File: src/rtl/axi_pkg.sv
`default_nettype none
// ============================================================================
//  Module      : axi_pkg
//  Description : Shared AXI4 write-path definitions: burst-type and response
//                encodings, the write-slave FSM state type and the 4 KB
//                address-boundary constant.
//  Revision    : 1.0 - initial release
// ============================================================================
package axi_pkg;

    // AWBURST encodings (2'b11 is reserved)
    localparam logic [1:0] BURST_FIXED = 2'b00;
    localparam logic [1:0] BURST_INCR  = 2'b01;
    localparam logic [1:0] BURST_WRAP  = 2'b10;

    // BRESP encodings used by this slave
    localparam logic [1:0] RESP_OKAY   = 2'b00;
    localparam logic [1:0] RESP_SLVERR = 2'b10;

    // A burst may not cross an address boundary of 2**BOUNDARY_4K_LSB bytes
    localparam int unsigned BOUNDARY_4K_LSB = 12;

    typedef enum logic [1:0] {
        WR_IDLE = 2'd0,
        WR_DATA = 2'd1,
        WR_RESP = 2'd2
    } wr_state_t;

endpackage
`default_nettype wire

File: src/rtl/lfsr16.sv
`default_nettype none
// ============================================================================
//  Module      : lfsr16
//  Description : Free-running 16-bit Fibonacci LFSR, taps 16,14,13,11,
//                seeded with 16'hACE1. Advances on every clock with en=1.
//  Ports       : clk, rst_n (async, active-low), en (advance), q (state)
//  Revision    : 1.0 - initial release
// ============================================================================
module lfsr16 (
    input  logic        clk,
    input  logic        rst_n,
    input  logic        en,
    output logic [15:0] q
);

    logic feedback;

    assign feedback = q[15] ^ q[13] ^ q[12] ^ q[10];

    always_ff @(posedge clk or negedge rst_n) begin
        if (!rst_n) begin
            q <= 16'hACE1;
        end else if (en) begin
            q <= {q[14:0], feedback};
        end
    end

endmodule
`default_nettype wire

File: src/rtl/axi_wr_slave_mem.sv
`default_nettype none
// ============================================================================
//  Module      : axi_wr_slave_mem
//  Description : AXI4 write-channel slave that commits burst beats into an
//                on-chip SRAM write port. Bursts are checked at AW time
//                (burst type, size, address range, 4 KB crossing) and per
//                beat (WLAST placement); any violation yields SLVERR and sets
//                the sticky o_err flag. One burst outstanding at a time.
//  Ports       : clk, rst_n (async, active-low)
//                s_axi_aw* / s_axi_w* / s_axi_b* : AXI4 AW, W, B channels
//                mem_we/mem_addr/mem_wdata/mem_wstrb : SRAM write port,
//                  registered one cycle after the W handshake
//                o_burst_cnt : completed B handshakes (wraps)
//                o_err       : sticky, set when any SLVERR is handshaken
//  Options     : AXI_WR_SLAVE_BP_EN - LFSR-driven backpressure on WREADY and
//                a 0..3 cycle AWREADY delay; functionally transparent.
//  Revision    : 1.0 - initial release
// ============================================================================
module axi_wr_slave_mem
    import axi_pkg::*;
#(
    parameter int unsigned           ADDR_WIDTH = 32,
    parameter int unsigned           DATA_WIDTH = 32,
    parameter logic [ADDR_WIDTH-1:0] BASE_ADDR  = 32'h1000_0000,
    parameter int unsigned           MEM_DEPTH  = 1024
) (
    input  logic                          clk,
    input  logic                          rst_n,
    input  logic [ADDR_WIDTH-1:0]         s_axi_awaddr,
    input  logic [7:0]                    s_axi_awlen,
    input  logic [2:0]                    s_axi_awsize,
    input  logic [1:0]                    s_axi_awburst,
    input  logic                          s_axi_awvalid,
    output logic                          s_axi_awready,
    input  logic [DATA_WIDTH-1:0]         s_axi_wdata,
    input  logic [DATA_WIDTH/8-1:0]       s_axi_wstrb,
    input  logic                          s_axi_wlast,
    input  logic                          s_axi_wvalid,
    output logic                          s_axi_wready,
    output logic [1:0]                    s_axi_bresp,
    output logic                          s_axi_bvalid,
    input  logic                          s_axi_bready,
    output logic                          mem_we,
    output logic [$clog2(MEM_DEPTH)-1:0]  mem_addr,
    output logic [DATA_WIDTH-1:0]         mem_wdata,
    output logic [DATA_WIDTH/8-1:0]       mem_wstrb,
    output logic [15:0]                   o_burst_cnt,
    output logic                          o_err
);

    localparam int unsigned STRB_W   = DATA_WIDTH / 8;
    localparam int unsigned BYTE_LSB = $clog2(STRB_W);
    localparam int unsigned IDX_W    = $clog2(MEM_DEPTH);
    // Two guard bits so range arithmetic near the top of the map cannot wrap
    localparam int unsigned EXT_W    = ADDR_WIDTH + 2;

    wr_state_t state, state_nxt;

    logic                  run;        // low for the first cycle out of reset
    logic                  aw_gate;
    logic                  w_gate;
    logic                  aw_hs, w_hs, b_hs;
    logic [ADDR_WIDTH-1:0] cur_addr;
    logic [7:0]            len_q;
    logic [2:0]            size_q;
    logic [1:0]            burst_q;
    logic [7:0]            beat_cnt;
    logic                  aw_err_q;
    logic                  beat_err_q;
    logic                  last_beat;

    // ---------------- backpressure ----------------
`ifdef AXI_WR_SLAVE_BP_EN
    logic [15:0] lfsr_q;
    logic [1:0]  aw_wait;

    lfsr16 u_lfsr16 (
        .clk   (clk),
        .rst_n (rst_n),
        .en    (1'b1),
        .q     (lfsr_q)
    );

    // A fresh 0..3 cycle AWREADY delay is loaded while outside IDLE and
    // counts down once the FSM is back in IDLE.
    always_ff @(posedge clk or negedge rst_n) begin
        if (!rst_n) begin
            aw_wait <= 2'd0;
        end else if (state != WR_IDLE) begin
            aw_wait <= lfsr_q[5:4];
        end else if (aw_wait != 2'd0) begin
            aw_wait <= aw_wait - 2'd1;
        end
    end

    assign aw_gate = (aw_wait == 2'd0);
    assign w_gate  = (lfsr_q[2:0] > 3'd2);   // 3 of 8 codes stall
`else
    assign aw_gate = 1'b1;
    assign w_gate  = 1'b1;
`endif

    // ---------------- AW-time protocol checks ----------------
    logic [EXT_W-1:0] size_bytes, span, aw_lo, aw_start, aw_last, mem_lo, mem_hi;
    logic             aw_err;

    always_comb begin
        size_bytes = EXT_W'(1) << s_axi_awsize;
        aw_lo      = EXT_W'(s_axi_awaddr);
        aw_start   = aw_lo & ~(size_bytes - EXT_W'(1));
        if (s_axi_awburst == BURST_FIXED) begin
            span = size_bytes;
        end else begin
            span = (EXT_W'(s_axi_awlen) + EXT_W'(1)) << s_axi_awsize;
        end
        aw_last = aw_start + span - EXT_W'(1);
        mem_lo  = EXT_W'(BASE_ADDR);
        mem_hi  = mem_lo + EXT_W'(MEM_DEPTH * STRB_W);
        aw_err  = (s_axi_awburst == BURST_WRAP) || (s_axi_awburst == 2'b11)
               || (32'(s_axi_awsize) > BYTE_LSB)
               || (aw_lo < mem_lo) || (aw_last >= mem_hi)
               || (aw_start[EXT_W-1:BOUNDARY_4K_LSB] != aw_last[EXT_W-1:BOUNDARY_4K_LSB]);
    end

    // ---------------- FSM ----------------
    assign last_beat = (beat_cnt == len_q);
    assign aw_hs     = s_axi_awvalid && s_axi_awready;
    assign w_hs      = s_axi_wvalid && s_axi_wready;
    assign b_hs      = s_axi_bvalid && s_axi_bready;

    always_ff @(posedge clk or negedge rst_n) begin
        if (!rst_n) begin
            state <= WR_IDLE;
        end else begin
            state <= state_nxt;
        end
    end

    always_comb begin
        state_nxt     = state;
        s_axi_awready = 1'b0;
        s_axi_wready  = 1'b0;
        s_axi_bvalid  = 1'b0;
        s_axi_bresp   = RESP_OKAY;
        unique case (state)
            WR_IDLE: begin
                s_axi_awready = run && aw_gate;
                if (s_axi_awvalid && run && aw_gate) begin
                    state_nxt = WR_DATA;
                end
            end
            WR_DATA: begin
                s_axi_wready = w_gate;
                // Burst closes on WLAST or on the final counted beat
                if (s_axi_wvalid && w_gate && (s_axi_wlast || last_beat)) begin
                    state_nxt = WR_RESP;
                end
            end
            WR_RESP: begin
                s_axi_bvalid = 1'b1;
                s_axi_bresp  = (aw_err_q || beat_err_q) ? RESP_SLVERR : RESP_OKAY;
                if (s_axi_bready) begin
                    state_nxt = WR_IDLE;
                end
            end
            default: state_nxt = WR_IDLE;
        endcase
    end

    // ---------------- datapath ----------------
    always_ff @(posedge clk or negedge rst_n) begin
        if (!rst_n) begin
            run         <= 1'b0;
            cur_addr    <= '0;
            len_q       <= '0;
            size_q      <= '0;
            burst_q     <= '0;
            beat_cnt    <= '0;
            aw_err_q    <= 1'b0;
            beat_err_q  <= 1'b0;
            mem_we      <= 1'b0;
            mem_addr    <= '0;
            mem_wdata   <= '0;
            mem_wstrb   <= '0;
            o_burst_cnt <= '0;
            o_err       <= 1'b0;
        end else begin
            run    <= 1'b1;
            mem_we <= 1'b0;
            if (aw_hs) begin
                cur_addr   <= s_axi_awaddr;
                len_q      <= s_axi_awlen;
                size_q     <= s_axi_awsize;
                burst_q    <= s_axi_awburst;
                aw_err_q   <= aw_err;
                beat_err_q <= 1'b0;
                beat_cnt   <= '0;
            end
            if (w_hs) begin
                // Bursts rejected at AW are still drained, just never written
                mem_we    <= !aw_err_q;
                mem_addr  <= IDX_W'((cur_addr - BASE_ADDR) >> BYTE_LSB);
                mem_wdata <= s_axi_wdata;
                mem_wstrb <= s_axi_wstrb;
                beat_cnt  <= beat_cnt + 8'd1;
                if (burst_q == BURST_INCR) begin
                    cur_addr <= cur_addr + (ADDR_WIDTH'(1) << size_q);
                end
                // Early WLAST or missing WLAST on the final beat
                if (s_axi_wlast != last_beat) begin
                    beat_err_q <= 1'b1;
                end
            end
            if (b_hs) begin
                o_burst_cnt <= o_burst_cnt + 16'd1;
                if (s_axi_bresp == RESP_SLVERR) begin
                    o_err <= 1'b1;
                end
            end
        end
    end

endmodule
`default_nettype wire

File: config.mk
export PLATFORM = sky130hd
export DESIGN_NAME = axi_wr_slave_mem
export DESIGN_NICKNAME = d
export VERILOG_FILES = /design/src/rtl/axi_pkg.sv /design/src/rtl/lfsr16.sv /design/src/rtl/axi_wr_slave_mem.sv
export SDC_FILE = /design/constraint.sdc
export NUM_CORES = 1
export LEC_CHECK = 0
export CAP_MARGIN = 20
export CORE_MARGIN = 3
export CORE_UTILIZATION = 35
export DETAILED_ROUTE_END_ITERATION = 10
export DONT_BUFFER_PORTS = 1
export GPL_ROUTABILITY_DRIVEN = 0
export GPL_TIMING_DRIVEN = 0
export MAX_ROUTING_LAYER = met4
export PLACE_DENSITY_LB_ADDON = 0.05
export SYNTH_ARGS = -nofsm -noshare
export SYNTH_HDL_FRONTEND = slang
export SYNTH_HIERARCHICAL = 1
export SYNTH_SLANG_ARGS = --single-unit
File: constraint.sdc
create_clock -name clk -period 5.3 [get_ports clk]
set_input_delay 1.59 -clock clk [delete_from_list [all_inputs] [get_ports clk]]
set_output_delay 1.59 -clock clk [all_outputs]
set_load 0.05 [all_outputs]
**Word level (Yosys, flattened, before mapping)**

Index checks and enable logic that the tools add are counted.

- Flip-flop bits (word level): 122
- Latch bits: 0
- Bits in writable memories: 0
- Bits in read-only memories: 0
- Bits of input ports: 87
- Memories kept: 0

- $add $sub $neg: 8
- $mul: 0
- Div/mod/pow operators: 0
- $lt $le $gt $ge: 3
- Equality and inequality tests: 12
- Shift operators: 3
- Muxes and demuxes: 19
- Bitwise logic cells: 2
- Reductions and logical operators: 18

Operators with widths:

| kind | count |
|---|---|
| 32-bit two-way mux | 3 |
| 34-bit by 1-bit subtractor with 34-bit output (second input constant) | 2 |
| 34-bit adder | 1 |
| 32-bit by 34-bit AND with 34-bit output | 1 |
| 34-bit by 29-bit greater-or-equal comparator with 1-bit output (second input constant) | 1 |
| 34-bit two-way mux | 1 |
| 34-bit NOT | 1 |
| 1-bit by 3-bit << shifter with 34-bit output (first input constant) | 1 |
| 9-bit by 3-bit << shifter with 34-bit output | 1 |
| 32-bit adder | 1 |
| 32-bit by 29-bit < comparator with 1-bit output (second input constant) | 1 |
| 1-bit by 3-bit << shifter with 32-bit output (first input constant) | 1 |
| 22-bit inequality test | 1 |
| 16-bit by 1-bit adder with 16-bit output (second input constant) | 1 |
| 8-bit two-way mux | 2 |
| 12-bit by 1-bit subtractor with 12-bit output (second input constant) | 1 |
| 2-bit two-way mux | 5 |
| 8-bit by 1-bit adder with 9-bit output (second input constant) | 1 |
| 8-bit by 1-bit adder with 8-bit output (second input constant) | 1 |
| 2-bit == test (second input constant) | 4 |
| 8-bit == test | 1 |
| 1-bit logical OR | 7 |
| 1-bit two-way mux | 7 |
| 2-bit inequality test (second input constant) | 3 |
| 10 further kinds | 16 |

**Longest topological paths before layout**

Gate-level depths: netlist (run 1).

- Depth after elaboration: 9
- Gate-level depth with buffers: 24

**Worst setup path before layout (run 1)**

Ideal clock, no wire load.

- Path type: in2reg
- From: input s_axi_awlen[2]
- To: register aw_err_q
- Setup time: 134 ps
- Arrival: 5586 ps
- Data required time: 5166 ps
- Path slack: -420 ps
- Stages: 22
- Path buffers: 2
- Cell sequence: clkbuf_1 > and3_1 > clkbuf_1 > and3_1 > nand2_1 > a32oi_1 > mux2i_1 > or2_2 > o211ai_1 > ha_1 > inv_1 > ha_1 > a21oi_2 > o21ai_1 > a221oi_4 > nand2_2 > a21oi_2 > xnor3_1 > a2111oi_2 > nand4_1 > nor4_2 > a31oi_1

- Word-level cells in the longest chain between the ends: 8
- Elaborated cells on any way between the ends: 9
- Classes of those cells: add/sub (3); order compare (1); eq/ne (1); shift (1); mux (1); reduce/logical (2)

Ends and longest elaborated chain:

| what | line | RTL |
|---|---|---|
| start, declared | axi_wr_slave_mem.sv:30 | `input logic [7:0] s_axi_awlen,` |
| 8-bit by 1-bit adder with 9-bit output (*) | axi_wr_slave_mem.sv:114 | `span = (EXT_W'(s_axi_awlen) + EXT_W'(1)) << s_axi_awsize;` |
| 9-bit by 3-bit << shifter with 34-bit output (*) | axi_wr_slave_mem.sv:114 |  |
| 34-bit two-way mux (*) | axi_wr_slave_mem.sv:111 | `if (s_axi_awburst == BURST_FIXED) begin` |
| 34-bit adder (*) | axi_wr_slave_mem.sv:116 | `aw_last = aw_start + span - EXT_W'(1);` |
| 34-bit by 1-bit subtractor with 34-bit output (*) | axi_wr_slave_mem.sv:116 |  |
| 34-bit by 29-bit greater-or-equal comparator with 1-bit output | axi_wr_slave_mem.sv:121 | `\|\| (aw_lo < mem_lo) \|\| (aw_last >= mem_hi)` |
| 1-bit logical OR | axi_wr_slave_mem.sv:121 |  |
| 1-bit logical OR (*) | axi_wr_slave_mem.sv:122 | `\|\| (aw_start[EXT_W-1:BOUNDARY_4K_LSB] != aw_last[EXT_W-1:BOUNDARY_4K_LSB]);` |
| end signal, assigned | axi_wr_slave_mem.sv:195 | `aw_err_q <= aw_err;` |
| end, declared | axi_wr_slave_mem.sv:68 | `logic aw_err_q;` |

Every way passes the cells marked *; elsewhere a longest branch is shown, timed or not.
A chain may end at the register's enable or synchronous reset.

**Final worst setup path (run 1)**

Same ends and word-level chain as after synthesis.

==> results.sh, run 1 <==
export IMPL_antenna_found_initial=0
export IMPL_synth_cell_types=81
export IMPL_seq_area_frac_synth=0.321
export IMPL_antenna_cells=0
export IMPL_power_density_nw_per_um2=444
export IMPL_wirelength_mm=22.1
export IMPL_die_area_sq_um=24600
export IMPL_syn_num_nets=1153
export IMPL_seqCellArea_sq_um=2550
export IMPL_preCtsSetupSlack_ns=-0.857
export IMPL_crit_fanout=7
export IMPL_finalMaxSlewViolations=0
export IMPL_cp_top_family="compound AO/OA/AOI/OAI gates"
export IMPL_fp_coreArea_sq_um=22100
export IMPL_port_buffer_count=0
export IMPL_clock_skew_final_ns=0.0191
export IMPL_hold_path_class="flip-flop to flip-flop"
export IMPL_yosysTopAreaCell="dfrtp_1"
export IMPL_ys_warn_count=6
export IMPL_clockPowerShare=0.177
export IMPL_tritoncts="yes"
export IMPL_grt_overflow=0
export IMPL_pwr_share_seq=0.470
export IMPL_final_cell_mix="252 x nand2_1, 102 x dfrtp_1, 73 x inv_1"
export IMPL_slew_headroom=0.281
export IMPL_nets=1179
export IMPL_max_freq_mhz=185
export IMPL_path_class="input pin to flip-flop"
export IMPL_place_hpwl_mm=17.2
export IMPL_io_pins=156
export IMPL_rows=54
export IMPL_failed_checks="setup timing"
export IMPL_layout_min_cycle_time_ns=5.42
export IMPL_leakage_nw=4.28
export IMPL_synth_seq_cells=102
export IMPL_synth_edff_count=0
export IMPL_cp_cell_sequence="clkbuf_16, and3_4, clkbuf_8, and3_4, nand2_2, a32oi_2, mux2i_1, or2_4, o211ai_1, ha_1, inv_2, ha_4, a21oi_4, o21ai_2, a221oi_4, nand2_2, a21oi_4, xnor3_1, a2111oi_4, nand4_1, nor4_2, a31oi_1"
export IMPL_firstDrtPassIters=5
export IMPL_drive_gt1_frac=0.135
export IMPL_hold_viol_final=0
export IMPL_p_comb_frac=0.352
export IMPL_switching_share=0.499
export IMPL_slowest_delay_ns=0.36
export IMPL_syn_instance_count=1001
export IMPL_synth_async_reset_ratio=1.00
export IMPL_crit_required_ns=5.52
export IMPL_synth_top_area_share=0.321
export IMPL_final_fill_count=2294
export IMPL_ys_top_cells_by_area="dfrtp_1 32%, nand2_1 12%, ha_1 9.9%, xnor2_1 4.1%, inv_1 3.6%"
export IMPL_die_height_um=157
export IMPL_dieWidth_um=157
export IMPL_synth_area_per_cell_sq_um=7.95
export IMPL_cp_buffers_inverters=3
export IMPL_cp_arrival_ns=5.64
export IMPL_grt_max_degree=103
export IMPL_rsz0062_at_grt="true"
export IMPL_grt_use_total=0.186
export IMPL_grt_pass1_vias=6572
export IMPL_multi_input_area_sq_um=5200
export IMPL_clk_pin_slew_worst_paths_ns=0.08
export IMPL_worstMarginPinSlew_ns=1.08
export IMPL_startpoint_type="input pin"
export IMPL_start_util=0.360
export IMPL_drc=0
export IMPL_cts_buffers=9
export IMPL_min_period_over_period=1.02
export IMPL_cts_root_buf="clkbuf_16"
export IMPL_status="finished, violations left"
export IMPL_critical_path_slowest_cell="a2111oi_4"
export IMPL_p_int_mw=2.04
export IMPL_netlist_area_sq_um=7950
export IMPL_setup_ws_ns=-0.118
export IMPL_vias_per_cell=5.20
export IMPL_clkLatencyLatePin_ns=0.36
export IMPL_vias=6824
export IMPL_synthFlopType="dfrtp_1"
export IMPL_postRouteAntennaNets=0
export IMPL_drv_cap=0
export IMPL_grt_pass1_wl_mm=35.6
export IMPL_clock_sinks=102
export IMPL_worstSetupEndpointType="flip-flop"
export IMPL_max_vdd_ir_drop_v=0.000188
export IMPL_mostFrequentLayoutCell="nand2_1"
export IMPL_p_sw_mw=2.03
export IMPL_wl_per_cell_um=16.9
export IMPL_syn_to_final_growth_pct=15.4
export IMPL_finalSetupViolations=1
export IMPL_cts_buffer_depth=2
export IMPL_drt_initial_drc_count=357
export IMPL_fin_hold_ws_ns=0.479
export IMPL_ctsHtreeMaxLevel=3
==> sequential cells by signal, indices dropped and copies added (netlist names), 2 cells and up <==
register,count
o_burst_cnt,16
len_q,8
mem_addr,10
burst_q,2
mem_wdata,32
size_q,3
cur_addr,12
mem_wstrb,4
state,2
beat_cnt,8
==> through the flow <==
step                cell area, sq um   util  setup TNS [ns]  instances  total power [mW]
CTS                             9160  0.415         -0.0507       1310              4.12
detailed placement              8420  0.381          -0.857       1281              3.29
global route                    9180  0.416          -0.366       1312              4.38
floorplan                       8070      -         -0.0241       1001              2.96
global placement                8420  0.381          -0.874       1281              3.28
finish                          9180  0.416          -0.118       1312              4.08
==> logic make-up after synthesis <==
kind of cell / count (synthesis) / share of synthesized area
compound gates: 195 / 0.170
xor+xnor: 64 / 0.0763
fa+ha+maj: 65 / 0.104
buf+inv: 138 / 0.0719
flops: 102 / 0.321
mux: 16 / 0.0206
other cells: 2 / 0.000944
simple gates: 419 / 0.235
==> layer usage <==
layer	track usage	wire [um]
met1	0.251	10500
met2	0.291	10200
met3	0.0407	1300
met4	0.0325	157
met5	-	0
==> worst register-to-register path, stage by stage, from the launching register on <==
cell       delay (ns)
dfrtp_1          0.40
nor3b_2          0.83
nand2_1          0.61
nor2_1           0.24
o31a_1           0.15
and4_1           0.21
o2111ai_1        0.10
nor4_1           0.18
nand4_1          0.21
nor4_2           0.19
a31oi_1          0.11
==> timing repair <==
action                     CTS  global route
resized for setup           56             2
hold buffers                 0             0
pin swaps                   42             2
setup endpoints to repair    1             1
setup buffers               16             0
==> cells in the mapped netlist (11+ instances only) <==
master,count
a21oi_1,49
ha_1,63
dfrtp_1,102
clkbuf_1,49
xor2_1,24
a21o_1,11
xnor2_1,37
o21ai_0,44
nand2_1,254
mux2i_1,13
nand3_1,30
nand4_1,21
inv_1,77
nor2_1,48
==> final cells by class <==
| type | count | area share |
|---|---|---|
| plain buffers | 59 | 0.0362 |
| clock buffers | 9 | 0.0245 |
| clock inverters | 7 | 0.0112 |
| flip-flops and latches | 102 | 0.278 |
| inverters | 77 | 0.0315 |
| well taps | 280 | 0.0382 |
| repair buffers | 17 | 0.0139 |
| multi-input cells | 761 | 0.567 |
==> power groups by stage <==
stage          combinational [mW]  sequential (mW)  clock (mW)
2_1_floorplan                1.10             1.87           0
3_3_place_gp                 1.34             1.94           0
3_5_place_dp                 1.35             1.94           0
4_1_cts                      1.44             1.93       0.752
5_1_grt                      1.63             1.96       0.784
6_report                     1.44             1.92       0.723
==> worst paths after layout <==
| path | startpoint | depth (start not counted) | slack, ns | end |
|---|---|---|---|---|
| min | burst_q[0]$_DFFE_PN0P_ | 2 | 0.48 | burst_q[0]$_DFFE_PN0P_ |
| min reg2reg | burst_q[0]$_DFFE_PN0P_ | 2 | 0.48 | burst_q[0]$_DFFE_PN0P_ |
| max in group asynchronous | rst_n | 0 | 4.23 | o_burst_cnt[8]$_DFFE_PN0P_ |
| max | s_axi_awlen[2] | 22 | -0.12 | aw_err_q$_DFFE_PN0P_ |
| max reg2reg | state[0]$_DFFE_PN0P_ | 10 | 1.95 | aw_err_q$_DFFE_PN0P_ |
| min in group asynchronous | rst_n | 0 | 0.92 | mem_wdata[27]$_DFFE_PN0P_ |
Power figures use the tool's default switching activity.
==> inputs of run 2 (changes only) <==
CELL_PAD_IN_SITES_DETAIL_PLACEMENT = 1   (was default)
CELL_PAD_IN_SITES_GLOBAL_PLACEMENT = 1   (was default)
==> run 2 against run 1 <==
  * Clock skew up 0.0068 ns
  * Final cell count up 1.2%
  * Sequential share of layout area down 0.78 points
  * Critical path depth up 1
  * Die area unchanged
  * Hold slack worse by 0.0035 ns
  * Setup slack worse by 0.078 ns
  * Critical endpoint unchanged
  * Register-to-register slack worse by 0.33 ns
  * The flow still finishes with violations (setup timing)
  * Sequential power about the same
  * Combinational power up 4%
==> results.sh, run 2 (synthesis gave the netlist of run 1 again) <==
export IMPL_grt_overflow=0
export IMPL_finalSetupViolations=1
export IMPL_grt_use_total=0.196
export IMPL_mostFrequentLayoutCell="nand2_1"
export IMPL_failed_checks="setup timing"
export IMPL_antenna_cells=0
export IMPL_clkLatencyLatePin_ns=0.36
export IMPL_power_density_nw_per_um2=438
export IMPL_cts_root_buf="clkbuf_16"
export IMPL_multi_input_area_sq_um=5350
export IMPL_grt_max_degree=103
export IMPL_dp_cells=1281
export IMPL_max_vdd_ir_drop_v=0.000176
export IMPL_hold_buffers=0
export IMPL_postRouteAntennaNets=0
export IMPL_total_power_mw=4.14
export IMPL_r2r_cells=10
export IMPL_wl_per_cell_um=18.0
export IMPL_dr_wl_met2_mm=11.2
export IMPL_fp_coreArea_sq_um=22100
export IMPL_drt_met1_wl_mm=11.4
export IMPL_setup_ws_ns=-0.196
export IMPL_crit_required_ns=5.53
export IMPL_fin_hold_ws_ns=0.475
export IMPL_reg_largest_list="mem_wdata: 32 flops, o_burst_cnt: 16 flops, cur_addr: 12 flops"
export IMPL_hold_start="burst_q[0]$_DFFE_PN0P_"
export IMPL_r2r_start="state[0]$_DFFE_PN0P_"
export IMPL_rows=54
export IMPL_vias_per_cell=5.28
export IMPL_cts_buffers=9
export IMPL_drc=0
export IMPL_worstSetupEndpointType="flip-flop"
export IMPL_slew_headroom=0.261
export IMPL_placed_area_sq_um=8420
export IMPL_cts_buffer_depth=2
export IMPL_min_period_over_period=1.04
export IMPL_dieWidth_um=157
export IMPL_firstDrtPassIters=5
export IMPL_fin_cells=1328
export IMPL_crit_fanout=7
export IMPL_cp_arrival_ns=5.72
export IMPL_worstMarginPinSlew_ns=1.11
export IMPL_hold_path_class="flip-flop to flip-flop"
export IMPL_ctsHtreeMaxLevel=3
export IMPL_path_class="input pin to flip-flop"
export IMPL_max_freq_mhz=182
export IMPL_seqCellArea_sq_um=2550
export IMPL_top_layer_used="met4"
export IMPL_startpoint_type="input pin"
export IMPL_layout_min_cycle_time_ns=5.50
export IMPL_setup_tns_ns=-0.196
export IMPL_place_hpwl_mm=18.6
export IMPL_min_path_cells=2
export IMPL_final_util=0.428
export IMPL_final_cell_mix="253 x nand2_1, 102 x dfrtp_1, 75 x inv_1"
export IMPL_syn_to_final_growth_pct=18.8
export IMPL_die_area_sq_um=24600
export IMPL_status="finished, violations left"
export IMPL_preCtsSetupSlack_ns=-0.972
export IMPL_final_fill_count=2639
export IMPL_port_buffer_count=0
export IMPL_drive_gt1_frac=0.160
export IMPL_top_register="mem_wdata"
export IMPL_nets=1195
export IMPL_cp_startpoint="s_axi_awlen[2]"
export IMPL_drt_initial_drc_count=323
export IMPL_rsz0062_at_grt="true"
export IMPL_hold_viol_final=0
export IMPL_largest_reg_flops=32
export IMPL_route_met3_wl_mm=1.20
export IMPL_die_height_um=157
export IMPL_tritoncts="yes"
export IMPL_leakage_nw=4.39
export IMPL_start_util=0.360
export IMPL_vias=7015
export IMPL_drv_cap=0
export IMPL_clock_skew_final_ns=0.0259
export IMPL_grt_pass1_vias=7084
export IMPL_grt_pass1_wl_mm=37.6
export IMPL_wirelength_mm=23.9
export IMPL_clock_sinks=102
export IMPL_antenna_found_initial=0
export IMPL_stdcell_area_sq_um=9450
export IMPL_finalMaxSlewViolations=0
export IMPL_clk_pin_slew_worst_paths_ns=0.08
export IMPL_io_pins=156
## run 2: worst paths after layout
path,end,slack (ns)
min,burst_q[0]$_DFFE_PN0P_,0.48
max reg2reg,aw_err_q$_DFFE_PN0P_,1.62
min reg2reg,burst_q[0]$_DFFE_PN0P_,0.48
min in group asynchronous,mem_wdata[22]$_DFFE_PN0P_,0.92
max,aw_err_q$_DFFE_PN0P_,-0.20
max in group asynchronous,state[0]$_DFFE_PN0P_,4.22
## run 2: cell type report
cell class | count | share of cell area
flip-flops and latches | 102 | 0.270
repair buffers | 33 | 0.0270
plain buffers | 59 | 0.0350
clock buffers | 9 | 0.0238
inverters | 77 | 0.0306
multi-input cells | 761 | 0.566
well taps | 280 | 0.0371
clock inverters | 7 | 0.0103
## run 2: critical path, cell delays in order
cell	delay, ns
buf_12	0.10
and3_4	0.14
buf_6	0.12
and3_4	0.19
buf_6	0.12
a32oi_4	0.22
mux2i_1	0.13
or2_4	0.27
o211ai_1	0.10
ha_2	0.30
inv_2	0.06
ha_4	0.20
a21oi_4	0.15
o21ai_2	0.08
a221oi_4	0.36
buf_4	0.19
a21oi_4	0.07
nor2_4	0.12
xnor3_4	0.34
nor4_4	0.21
nand4_1	0.20
nor4_2	0.31
a31oi_1	0.11
## run 2: repair_timing
item	4_1_cts	5_1_grt
pin swaps	16	40
endpoints found under the hold margin	0	0
setup buffers	7	25
endpoints found under the setup margin	1	1
resized for setup	41	55
gates cloned	0	0
## run 2: routing by layer
metal  global-route usage  vias up
met5                    -        -
met2                0.311      134
li1                     -     3472
met3               0.0384       11
met1                0.262     3398
met4               0.0379        0
## run 2: power by group
| part | total (mW) | switching [mW] | internal [mW] |
|---|---|---|---|
| registers | 1.92 | 0.862 | 1.06 |
| clock network | 0.720 | 0.337 | 0.383 |
| logic | 1.50 | 0.873 | 0.627 |
| total | 4.14 | 2.07 | 2.07 |
==> inputs of run 3 (changes only) <==
CTS_CLUSTER_SIZE = 24   (was default)
MAX_ROUTING_LAYER = default   (was met4)
==> run 3 against run 2 <==
  * The run still ends with setup timing left
  * Maximum frequency rose by 0.22%
  * Sequential power hardly changed
  * Non-clock buffer count unchanged
  * Hold slack improved by 0.0030 ns
==> results.sh, run 3 (synthesis gave the netlist of run 1 again) <==
export IMPL_grt_max_degree=103
export IMPL_fp_coreArea_sq_um=22100
export IMPL_clkLatencyLatePin_ns=0.36
export IMPL_mostFrequentLayoutCell="nand2_1"
export IMPL_crit_required_ns=5.53
export IMPL_failed_checks="setup timing"
export IMPL_power_density_nw_per_um2=438
export IMPL_finalMaxSlewViolations=0
export IMPL_fin_cells=1328
export IMPL_cp_arrival_ns=5.71
export IMPL_p_comb_frac=0.362
export IMPL_total_power_mw=4.13
export IMPL_start_util=0.360
export IMPL_grt_use_total=0.190
export IMPL_holdPathEnd="burst_q[0]$_DFFE_PN0P_"
export IMPL_hold_buffers=0
export IMPL_rows=54
export IMPL_min_period_over_period=1.03
export IMPL_nets=1195
export IMPL_hold_viol_final=0
export IMPL_rsz0062_at_grt="true"
export IMPL_place_hpwl_mm=18.6
export IMPL_antenna_cells=0
export IMPL_leakage_nw=4.39
export IMPL_clock_skew_final_ns=0.0243
export IMPL_clk_pin_slew_worst_paths_ns=0.08
export IMPL_path_class="input pin to flip-flop"
export IMPL_worstMarginPinSlew_ns=1.10
export IMPL_reg_largest_list="mem_wdata: 32 flops, o_burst_cnt: 16 flops, cur_addr: 12 flops"
export IMPL_pwr_share_seq=0.464
export IMPL_finalSetupViolations=1
export IMPL_slew_headroom=0.263
export IMPL_drive_gt1_frac=0.160
export IMPL_vias_per_cell=5.26
export IMPL_hold_start="burst_q[0]$_DFFE_PN0P_"
export IMPL_clock_sinks=102
export IMPL_layout_min_cycle_time_ns=5.48
export IMPL_fin_hold_ws_ns=0.478
export IMPL_wirelength_mm=23.9
export IMPL_drt_initial_drc_count=339
export IMPL_firstDrtPassIters=4
export IMPL_ctsHtreeMaxLevel=3
export IMPL_die_area_sq_um=24600
export IMPL_clockPowerShare=0.174
export IMPL_crit_fanout=7
export IMPL_wl_per_cell_um=18.0
export IMPL_largest_reg_flops=32
export IMPL_final_cell_mix="253 x nand2_1, 102 x dfrtp_1, 75 x inv_1"
export IMPL_drc=0
export IMPL_p_int_mw=2.07
export IMPL_placed_area_sq_um=8420
export IMPL_dp_cells=1281
export IMPL_r2r_start="state[0]$_DFFE_PN0P_"
export IMPL_hold_path_class="flip-flop to flip-flop"
export IMPL_ff2ff_setup_slack_ns=1.68
export IMPL_final_fill_count=2639
export IMPL_setup_ws_ns=-0.184
export IMPL_cts_buffers=9
export IMPL_postRouteAntennaNets=0
export IMPL_cts_buffer_depth=2
export IMPL_cts_root_buf="clkbuf_16"
export IMPL_syn_to_final_growth_pct=18.8
export IMPL_p_sw_mw=2.07
export IMPL_io_pins=156
export IMPL_grt_pass1_wl_mm=37.7
export IMPL_status="finished, violations left"
export IMPL_worstSetupEndpointType="flip-flop"
export IMPL_dieWidth_um=157
export IMPL_stdcell_area_sq_um=9450
export IMPL_die_height_um=157
export IMPL_startpoint_type="input pin"
export IMPL_grt_overflow=0
export IMPL_tritoncts="yes"
export IMPL_antenna_found_initial=0
export IMPL_vias=6991
export IMPL_max_vdd_ir_drop_v=0.000176
export IMPL_grt_pass1_vias=7083
export IMPL_switching_share=0.500
export IMPL_r2r_cells=10
export IMPL_drv_cap=0
export IMPL_port_buffer_count=0
export IMPL_max_freq_mhz=182
export IMPL_min_path_cells=2
export IMPL_preCtsSetupSlack_ns=-0.972
export IMPL_top_register="mem_wdata"
export IMPL_r2r_end="aw_err_q$_DFFE_PN0P_"
run 3: cell counts in the layout (fill, tap and decap cells not counted):
No cell type changed its count.
run 3: stage by stage:
step,utilization,TNS (ns)
2_1_floorplan,-,-0.0241
3_3_place_gp,0.381,-0.911
3_5_place_dp,0.381,-0.972
4_1_cts,0.408,-0.103
5_1_grt,0.428,-0.374
6_report,0.428,-0.184
run 3: worst max path at each step:
stage / slack (ns) / end / from
floorplan: -0.02 / aw_err_q$_DFFE_PN0P_ / s_axi_awlen[0]
global placement: -0.91 / aw_err_q$_DFFE_PN0P_ / s_axi_awsize[0]
detailed placement: -0.97 / aw_err_q$_DFFE_PN0P_ / s_axi_awsize[0]
CTS: -0.10 / aw_err_q$_DFFE_PN0P_ / s_axi_awlen[2]
global route: -0.37 / aw_err_q$_DFFE_PN0P_ / s_axi_awlen[0]
finish: -0.18 / aw_err_q$_DFFE_PN0P_ / s_axi_awlen[2]
run 3: cell type report:
cell class	instances	area, sq um	share of cell area
Multi-Input combinational cell	761	5350	0.566
Sequential cell	102	2550	0.270
Tap cell	280	350	0.0371
Buffer	59	330	0.0350
Inverter	77	289	0.0306
Timing Repair Buffer	33	255	0.0270
Clock buffer	9	225	0.0238
Clock inverter	7	97.6	0.0103
run 3: power by group through the flow:
stage	combinational (mW)	clock [mW]	sequential (mW)
3_3_place_gp	1.35	0	1.94
4_1_cts	1.44	0.750	1.93
2_1_floorplan	1.10	0	1.87
5_1_grt	1.71	0.777	1.97
3_5_place_dp	1.38	0	1.95
6_report	1.50	0.719	1.92
run 3: worst max-delay path, cell delays in order:
cell and delay, ns:
buf_12 0.10, and3_4 0.14, buf_6 0.13, buf_4 0.13, a311oi_2 0.25, a211oi_2 0.09
mux2_4 0.29, buf_4 0.14, a22oi_2 0.15, ha_1 0.25, inv_1 0.10, ha_4 0.23
a21oi_4 0.18, o211ai_1 0.14, a211oi_2 0.20, buf_4 0.17, o211ai_4 0.11, a21o_4 0.26
mux2i_2 0.17, nor4_4 0.29, nand4_1 0.19, nor4_2 0.31, a31oi_1 0.11
run 3: repair_timing:
action	4_1_cts	5_1_grt
gates resized for setup	41	55
pin swaps	16	40
buffers inserted	7	25
endpoints found under the setup margin	1	1
run 3: layer usage:
metal,GRT usage,up-vias,wire length [um]
li1,-,3476,-
met3,0.0393,11,1190
met1,0.262,3378,11300
met2,0.310,126,11100
met5,0,-,0
met4,0.0379,0,208
